==> config.mk <==
export PLATFORM = sky130hd
export DESIGN_NAME = sha1_ctrl
export DESIGN_NICKNAME = d
export VERILOG_FILES = /design/src/rtl/sha1_pkg.sv /design/src/rtl/sha1_wbuf.sv /design/src/rtl/sha1_ctrl.sv
export SDC_FILE = /design/constraint.sdc
export NUM_CORES = 2
export LEC_CHECK = 0
export ABC_AREA = 0
export BUFFER_PORTS_ARGS = -buffer_cell sky130_fd_sc_hd__buf_4
export CAP_MARGIN = 20
export CELL_PAD_IN_SITES_DETAIL_PLACEMENT = 0
export CELL_PAD_IN_SITES_GLOBAL_PLACEMENT = 1
export CORE_ASPECT_RATIO = 1.2
export CORE_UTILIZATION = 48
export CTS_BUF_LIST = sky130_fd_sc_hd__clkbuf_4
export DETAILED_ROUTE_END_ITERATION = 16
export GPL_TIMING_DRIVEN = 0
export PLACE_DENSITY = 0.91
export REMOVE_ABC_BUFFERS = 1
export SYNTH_ARGS = -nofsm -noshare
export SYNTH_HDL_FRONTEND = slang
export SYNTH_SLANG_ARGS = --single-unit
==> constraint.sdc <==
create_clock -name clk -period 4.6 [get_ports clk]
set_clock_uncertainty 0.15 [all_clocks]
set_input_delay 0.46 -clock clk [delete_from_list [all_inputs] [get_ports clk]]
set_output_delay 0.46 -clock clk [all_outputs]
set_load 0.005 [all_outputs]
==> src/rtl/sha1_pkg.sv <==
// Shared types and constants for the SHA-1 block sequencer: word type, FSM states,
// the initial chaining value and a lane-wise adder for the chaining update.
package sha1_pkg;

    typedef logic [31:0] word_t;

    typedef enum logic [2:0] {
        WAITC = 3'd0,
        FILL  = 3'd1,
        START = 3'd2,
        LOAD  = 3'd3,
        RUN   = 3'd4
    } state_t;

    localparam word_t IV0 = 32'h67452301;
    localparam word_t IV1 = 32'hefcdab89;
    localparam word_t IV2 = 32'h98badcfe;
    localparam word_t IV3 = 32'h10325476;
    localparam word_t IV4 = 32'hc3d2e1f0;
    localparam logic [159:0] IV = {IV0, IV1, IV2, IV3, IV4};

    // Five independent 32-bit additions, each wrapping mod 2^32
    function automatic logic [159:0] add_lanes(input logic [159:0] a, input logic [159:0] b);
        logic [159:0] r;
        for (int i = 0; i < 5; i++) begin
            r[i*32 +: 32] = a[i*32 +: 32] + b[i*32 +: 32];
        end
        return r;
    endfunction

endpackage

==> src/rtl/sha1_wbuf.sv <==
// One-block message buffer: 16x32 register file with a synchronous write port and an
// asynchronous read port, plus the first/last flags captured with words 0 and 15.
module sha1_wbuf
    import sha1_pkg::*;
(
    input  logic        clk,
    input  logic        rst,
    input  logic        we,
    input  logic [3:0]  waddr,
    input  logic [31:0] wdata,
    input  logic        wfirst,
    input  logic        wlast,
    input  logic [3:0]  raddr,
    output logic [31:0] rdata,
    output logic        staged_first,
    output logic        staged_last
);

    word_t mem_r [16];
    logic  first_r;
    logic  last_r;

    // Word storage and the block flags that travel with positions 0 and 15
    always_ff @(posedge clk) begin
        if (rst) begin
            for (int i = 0; i < 16; i++) begin
                mem_r[i] <= 32'h0000_0000;
            end
            first_r <= 1'b0;
            last_r  <= 1'b0;
        end else if (we) begin
            mem_r[waddr] <= wdata;
            if (waddr == 4'd0) begin
                first_r <= wfirst;
            end
            if (waddr == 4'd15) begin
                last_r <= wlast;
            end
        end
    end

    assign rdata        = mem_r[raddr];
    assign staged_first = first_r;
    assign staged_last  = last_r;

endmodule

==> src/rtl/sha1_ctrl.sv <==
// Sequencer for the sha1block compression core: buffers a block, restarts the core,
// accumulates the chaining value and emits the digest after a message's last block.
module sha1_ctrl
    import sha1_pkg::*;
#(
    parameter bit OVERLAP = 1'b1
) (
    input  logic          clk,
    input  logic          rst,
    input  logic          s_valid,
    output logic          s_ready,
    input  logic [31:0]   s_data,
    input  logic          s_first,
    input  logic          s_last,
    output logic          core_restart,
    output logic [159:0]  core_h,
    output logic [31:0]   core_in,
    input  logic [3:0]    core_raddr,
    input  logic          core_ready,
    input  logic [159:0]  core_abcde,
    output logic [159:0]  digest,
    output logic          digest_valid,
    output logic          busy
);

    state_t         state_r;
    state_t         state_s;
    logic [4:0]     wcnt_r;
    logic [3:0]     lcnt_r;
    logic [159:0]   h_r;
    logic           first_pend_r;
    logic           last_pend_r;
    logic [159:0]   digest_r;
    logic           digest_valid_r;
    logic           accept_s;
    logic           word15_s;
    logic           core_done_s;
    logic           staged_first_s;
    logic           staged_last_s;
    logic [159:0]   base_s;
    logic [159:0]   sum_s;

    sha1_wbuf u_wbuf (
        .clk          (clk),
        .rst          (rst),
        .we           (accept_s),
        .waddr        (wcnt_r[3:0]),
        .wdata        (s_data),
        .wfirst       (s_first),
        .wlast        (s_last),
        .raddr        (core_raddr),
        .rdata        (core_in),
        .staged_first (staged_first_s),
        .staged_last  (staged_last_s)
    );

    assign accept_s    = s_valid && s_ready;
    assign word15_s    = accept_s && (wcnt_r == 5'd15);
    assign core_done_s = (state_r == RUN) && core_ready;
    // A message's first block chains from IV regardless of what H holds
    assign base_s      = first_pend_r ? IV : h_r;
    assign sum_s       = add_lanes(base_s, core_abcde);

    // State register
    always_ff @(posedge clk) begin
        if (rst) begin
            state_r <= WAITC;
        end else begin
            state_r <= state_s;
        end
    end

    // Next-state logic; core_ready is only honoured in WAITC and RUN
    always_comb begin
        state_s = state_r;
        case (state_r)
            WAITC:   if (core_ready) state_s = FILL;  else state_s = WAITC;
            FILL:    if (word15_s)   state_s = START; else state_s = FILL;
            START:   state_s = LOAD;
            LOAD:    if (lcnt_r == 4'd15) state_s = RUN; else state_s = LOAD;
            RUN: begin
                if (core_ready) begin
                    if ((wcnt_r == 5'd16) || word15_s) state_s = START;
                    else                               state_s = FILL;
                end else begin
                    state_s = RUN;
                end
            end
            default: state_s = WAITC;
        endcase
    end

    // Moore outputs: stream ready and the one-cycle core restart
    always_comb begin
        s_ready      = 1'b0;
        core_restart = 1'b0;
        case (state_r)
            FILL:    s_ready = (wcnt_r < 5'd16);
            START:   core_restart = 1'b1;
            RUN:     s_ready = OVERLAP && (wcnt_r < 5'd16);
            default: begin
                s_ready      = 1'b0;
                core_restart = 1'b0;
            end
        endcase
    end

    // Counters, active-block flags, chaining value and digest
    always_ff @(posedge clk) begin
        if (rst) begin
            wcnt_r         <= 5'd0;
            lcnt_r         <= 4'd0;
            h_r            <= IV;
            first_pend_r   <= 1'b0;
            last_pend_r    <= 1'b0;
            digest_r       <= 160'd0;
            digest_valid_r <= 1'b0;
        end else begin
            digest_valid_r <= 1'b0;
            if (accept_s) begin
                wcnt_r <= wcnt_r + 5'd1;
            end else if ((state_r == LOAD) && (lcnt_r == 4'd15)) begin
                wcnt_r <= 5'd0;
            end
            if (state_r == START) begin
                lcnt_r <= 4'd0;
            end else if (state_r == LOAD) begin
                lcnt_r <= lcnt_r + 4'd1;
            end
            // word 15 may land in the same cycle we move to START, so bypass its flag
            if (state_s == START) begin
                first_pend_r <= staged_first_s;
                last_pend_r  <= word15_s ? s_last : staged_last_s;
            end
            if (core_done_s) begin
                h_r <= sum_s;
                if (last_pend_r) begin
                    digest_r       <= sum_s;
                    digest_valid_r <= 1'b1;
                end
            end
        end
    end

    assign core_h       = base_s;
    assign digest       = digest_r;
    assign digest_valid = digest_valid_r;
    assign busy         = (state_r != FILL) || (wcnt_r != 5'd0);

endmodule
==> flow_summary.ini <==
[outcome]
status = completed

[sta]
fmax_mhz = 224
final.setup.tns_ns = 0
setup_viol = 0
period_share_pct = 97.2
maxSlewViolCount = 0
tightest_slew_ns = 1.16
rsz0062_at_grt = yes
setup_ws_ns = 0.129
finalHoldViolCount = 0
min_period_ns = 4.47
slew_headroom_pct = 22.7

[cts]
cts_tree = built
root_buffer = clkbuf_4
insertion_delay_ns = 1.12
clk_pin_slew_ns = 0.07
cts.sinks = 849
clockBufferDepth = 3
cts_made_buffers = 211
htreeDepth = 4

[route]
num_vias = 35028
viasPerCell = 5.64
drc = 0
wl_per_cell_um = 22.5
routed_wl_mm = 140
first_pass_iters = 6
ant_nets = 0
drt_iter0_markers = 2692

[worst_setup_path]
crit_path_start_kind = register
crit_required_ns = 5.47
critPathArrivalTime_ns = 5.34
cp_max_fo = 14
worstSetupPathType = reg -> reg
cp-end-kind = register

[cells_and_area]
most-common-layout-cells = 560 x buf_4, 526 x and2_1, 512 x edfxtp_1
syn_to_final_growth_pct = 27.3
seq_area_um2 = 22100
layout.nets = 5245
fin_util_pct = 62.0
drive_gt1_share_pct = 25.6
n_fill_cell = 7158
stdcell_count = 6211
final_common_cell = buf_4
multi_input_area_um2 = 20500

[synthesis]
synth_area_um2 = 43600
synthCells = 4028
synth_seq_area_share_pct = 50.8
ys_types = 90
synth_top_cells_by_area = edfxtp_1 35%, dfxtp_1 15%, mux4_2 8.3%, and2_1 7.6%, ha_1 4.6%
synth_ff_type = edfxtp_1
synth-seq-cells = 849
synth_top_area_share_pct = 35.3
synth.avg_cell_area_um2 = 10.8
synth_warnings = 0
async_reset_ff_share_pct = 0
yosys.area.top_type = edfxtp_1
synth_edf_count = 512

[floorplan]
start_util_pct = 48.7
pin_count = 558
row_count = 120
die_h_um = 332
dieArea_um2 = 92000
core_area_um2 = 89500
fp.dieW_um = 277

[global_route]
grt.overflow.total = 0
grt_pass1_vias = 35632
track_usage_pct = 30.0
grt_max_degree = 143
grt_pass1_wl_mm = 210
antenna_found_initial = 19

[power]
power_density_nw_per_um2 = 298
p_leak_nw = 22.6
max-vdd-ir-drop_v = 0.000206

[worst_hold_path]
hold_class = in -> reg

[placed_design]
dpl_worst_slack_ns = -0.188
port_buffers = 557
placed_cells = 5536
dpl.hpwl_mm = 94.2
gp_congestion = 0.909

[flow_run]
max_cap_violations = 0
[synth_stat cells (5+ instances only)]
| cell | number |
|---|---|
| and2_1 | 527 |
| edfxtp_1 | 512 |
| nand2_1 | 497 |
| dfxtp_1 | 337 |
| a21oi_1 | 332 |
| clkbuf_1 | 227 |
| nor2_1 | 209 |
| ha_1 | 161 |
| mux4_2 | 160 |
| o21ai_0 | 110 |
| a21o_1 | 100 |
| nor2b_1 | 97 |
| nand3_1 | 88 |
| or2_2 | 88 |
| xnor2_1 | 87 |
| xor2_1 | 54 |
| a211oi_1 | 48 |
| inv_1 | 38 |
| buf_1 | 29 |
| o211ai_1 | 28 |
| nor3_1 | 27 |
| nand2b_1 | 22 |
| o21a_1 | 21 |
| nand4_1 | 20 |
| and3_1 | 16 |
| o21bai_1 | 15 |
| a31oi_1 | 14 |
| a31o_2 | 8 |
| nor4b_1 | 8 |
| or4_1 | 8 |
| a311o_1 | 7 |
| a41oi_1 | 7 |
| o31ai_1 | 7 |
| mux2i_1 | 6 |
| a41o_1 | 5 |
| clkbuf_8 | 5 |
| fa_1 | 5 |
| nor4_1 | 5 |
| or3_1 | 5 |
[sequential cells by signal, indices dropped and copies added (netlist names)]
name / flops
u_wbuf.mem_r: 512
digest: 160
h_r: 160
wcnt_r: 5
lcnt_r: 4
state_r: 3
digest_valid: 1
first_pend_r: 1
last_pend_r: 1
u_wbuf.staged_first: 1
u_wbuf.staged_last: 1
[through the flow]
step           instance area, um^2  power [W]  hold slack [ns]
4_1_cts                      55300     0.0166           0.0107
5_1_grt                      55400     0.0171            0.111
6_report                     55500     0.0165            0.114
3_5_place_dp                 49700    0.00998            0.293
3_3_place_gp                 48100    0.00991            0.285
2_1_floorplan                42400    0.00925            0.271
[kinds of logic after synthesis]
group / after synthesis / synth area share, %
AO/OA/AOI/OAI: 762 / 11.0
adder cells (fa/ha/maj): 166 / 4.85
buffers and inverters: 309 / 2.87
XOR/XNOR: 142 / 2.89
multiplexers: 166 / 8.41
AND/OR/NAND/NOR: 1634 / 19.2
flip-flops: 849 / 50.8
[worst paths after layout]
check / end / start / cells after the start / slack (ns)
max: h_r[89]$_SDFFE_PP0P_ / first_pend_r$_SDFFE_PP0N_ / 14 / 0.13
min: h_r[21]$_SDFFE_PP0P_ / core_abcde[21] / 6 / 0.11
max reg2reg: h_r[89]$_SDFFE_PP0P_ / first_pend_r$_SDFFE_PP0N_ / 14 / 0.13
min reg2reg: h_r[155]$_SDFFE_PP0P_ / h_r[155]$_SDFFE_PP0P_ / 2 / 0.30
[where the power goes]
| part | switching, W | total, W | internal, W |
|---|---|---|---|
| registers | 0.0000495 | 0.00825 | 0.00820 |
| logic | 0.000945 | 0.00184 | 0.000891 |
| clock network | 0.00321 | 0.00643 | 0.00322 |
[routing by layer]
layer  routed length [um]  GRT usage, %  share of wire (%)  vias to the layer above
li1                     -             -                  -                    16261
met1                50200          33.4                 36                    16811
met2                68900          51.0                 49                     1594
met3                13700          9.45                9.8                      350
met4                 6940          15.9                5.0                       12
met5                   60             0              0.043                        -
[what timing repair did]
action / CTS / global route
resized for setup: 3 / 14
hold buffers: 278 / 0
pin swaps: 1 / 2
endpoints found under the setup margin: 58 / 37
hold endpoints to repair: 843 / 0
setup buffers: 2 / 6
[area by class of cell]
type / instances / area share (%)
antenna: 14 / 0.0632
clock inverter: 65 / 0.717
timing repair buffer: 907 / 15.2
clock buffer: 309 / 4.18
tap: 1159 / 2.61
inverter: 38 / 0.266
sequential: 849 / 39.9
multi-input combinational: 2870 / 37.0
[worst max-delay path: stages, from the launching register on]
cell and delay, ns:
dfxtp_4 0.42, clkbuf_16 0.21, or2_2 0.34, ha_1 0.31, inv_1 0.08, o21a_1 0.23, o41ai_2 0.43, a41oi_1 0.26
and2b_1 0.26, o21ai_2 0.24, a41oi_2 0.20, nand4_1 0.13, dlygate4sd3_1 0.55, nand3_1 0.07, dlygate4sd3_1 0.55
(Power assumes the default switching activity.)
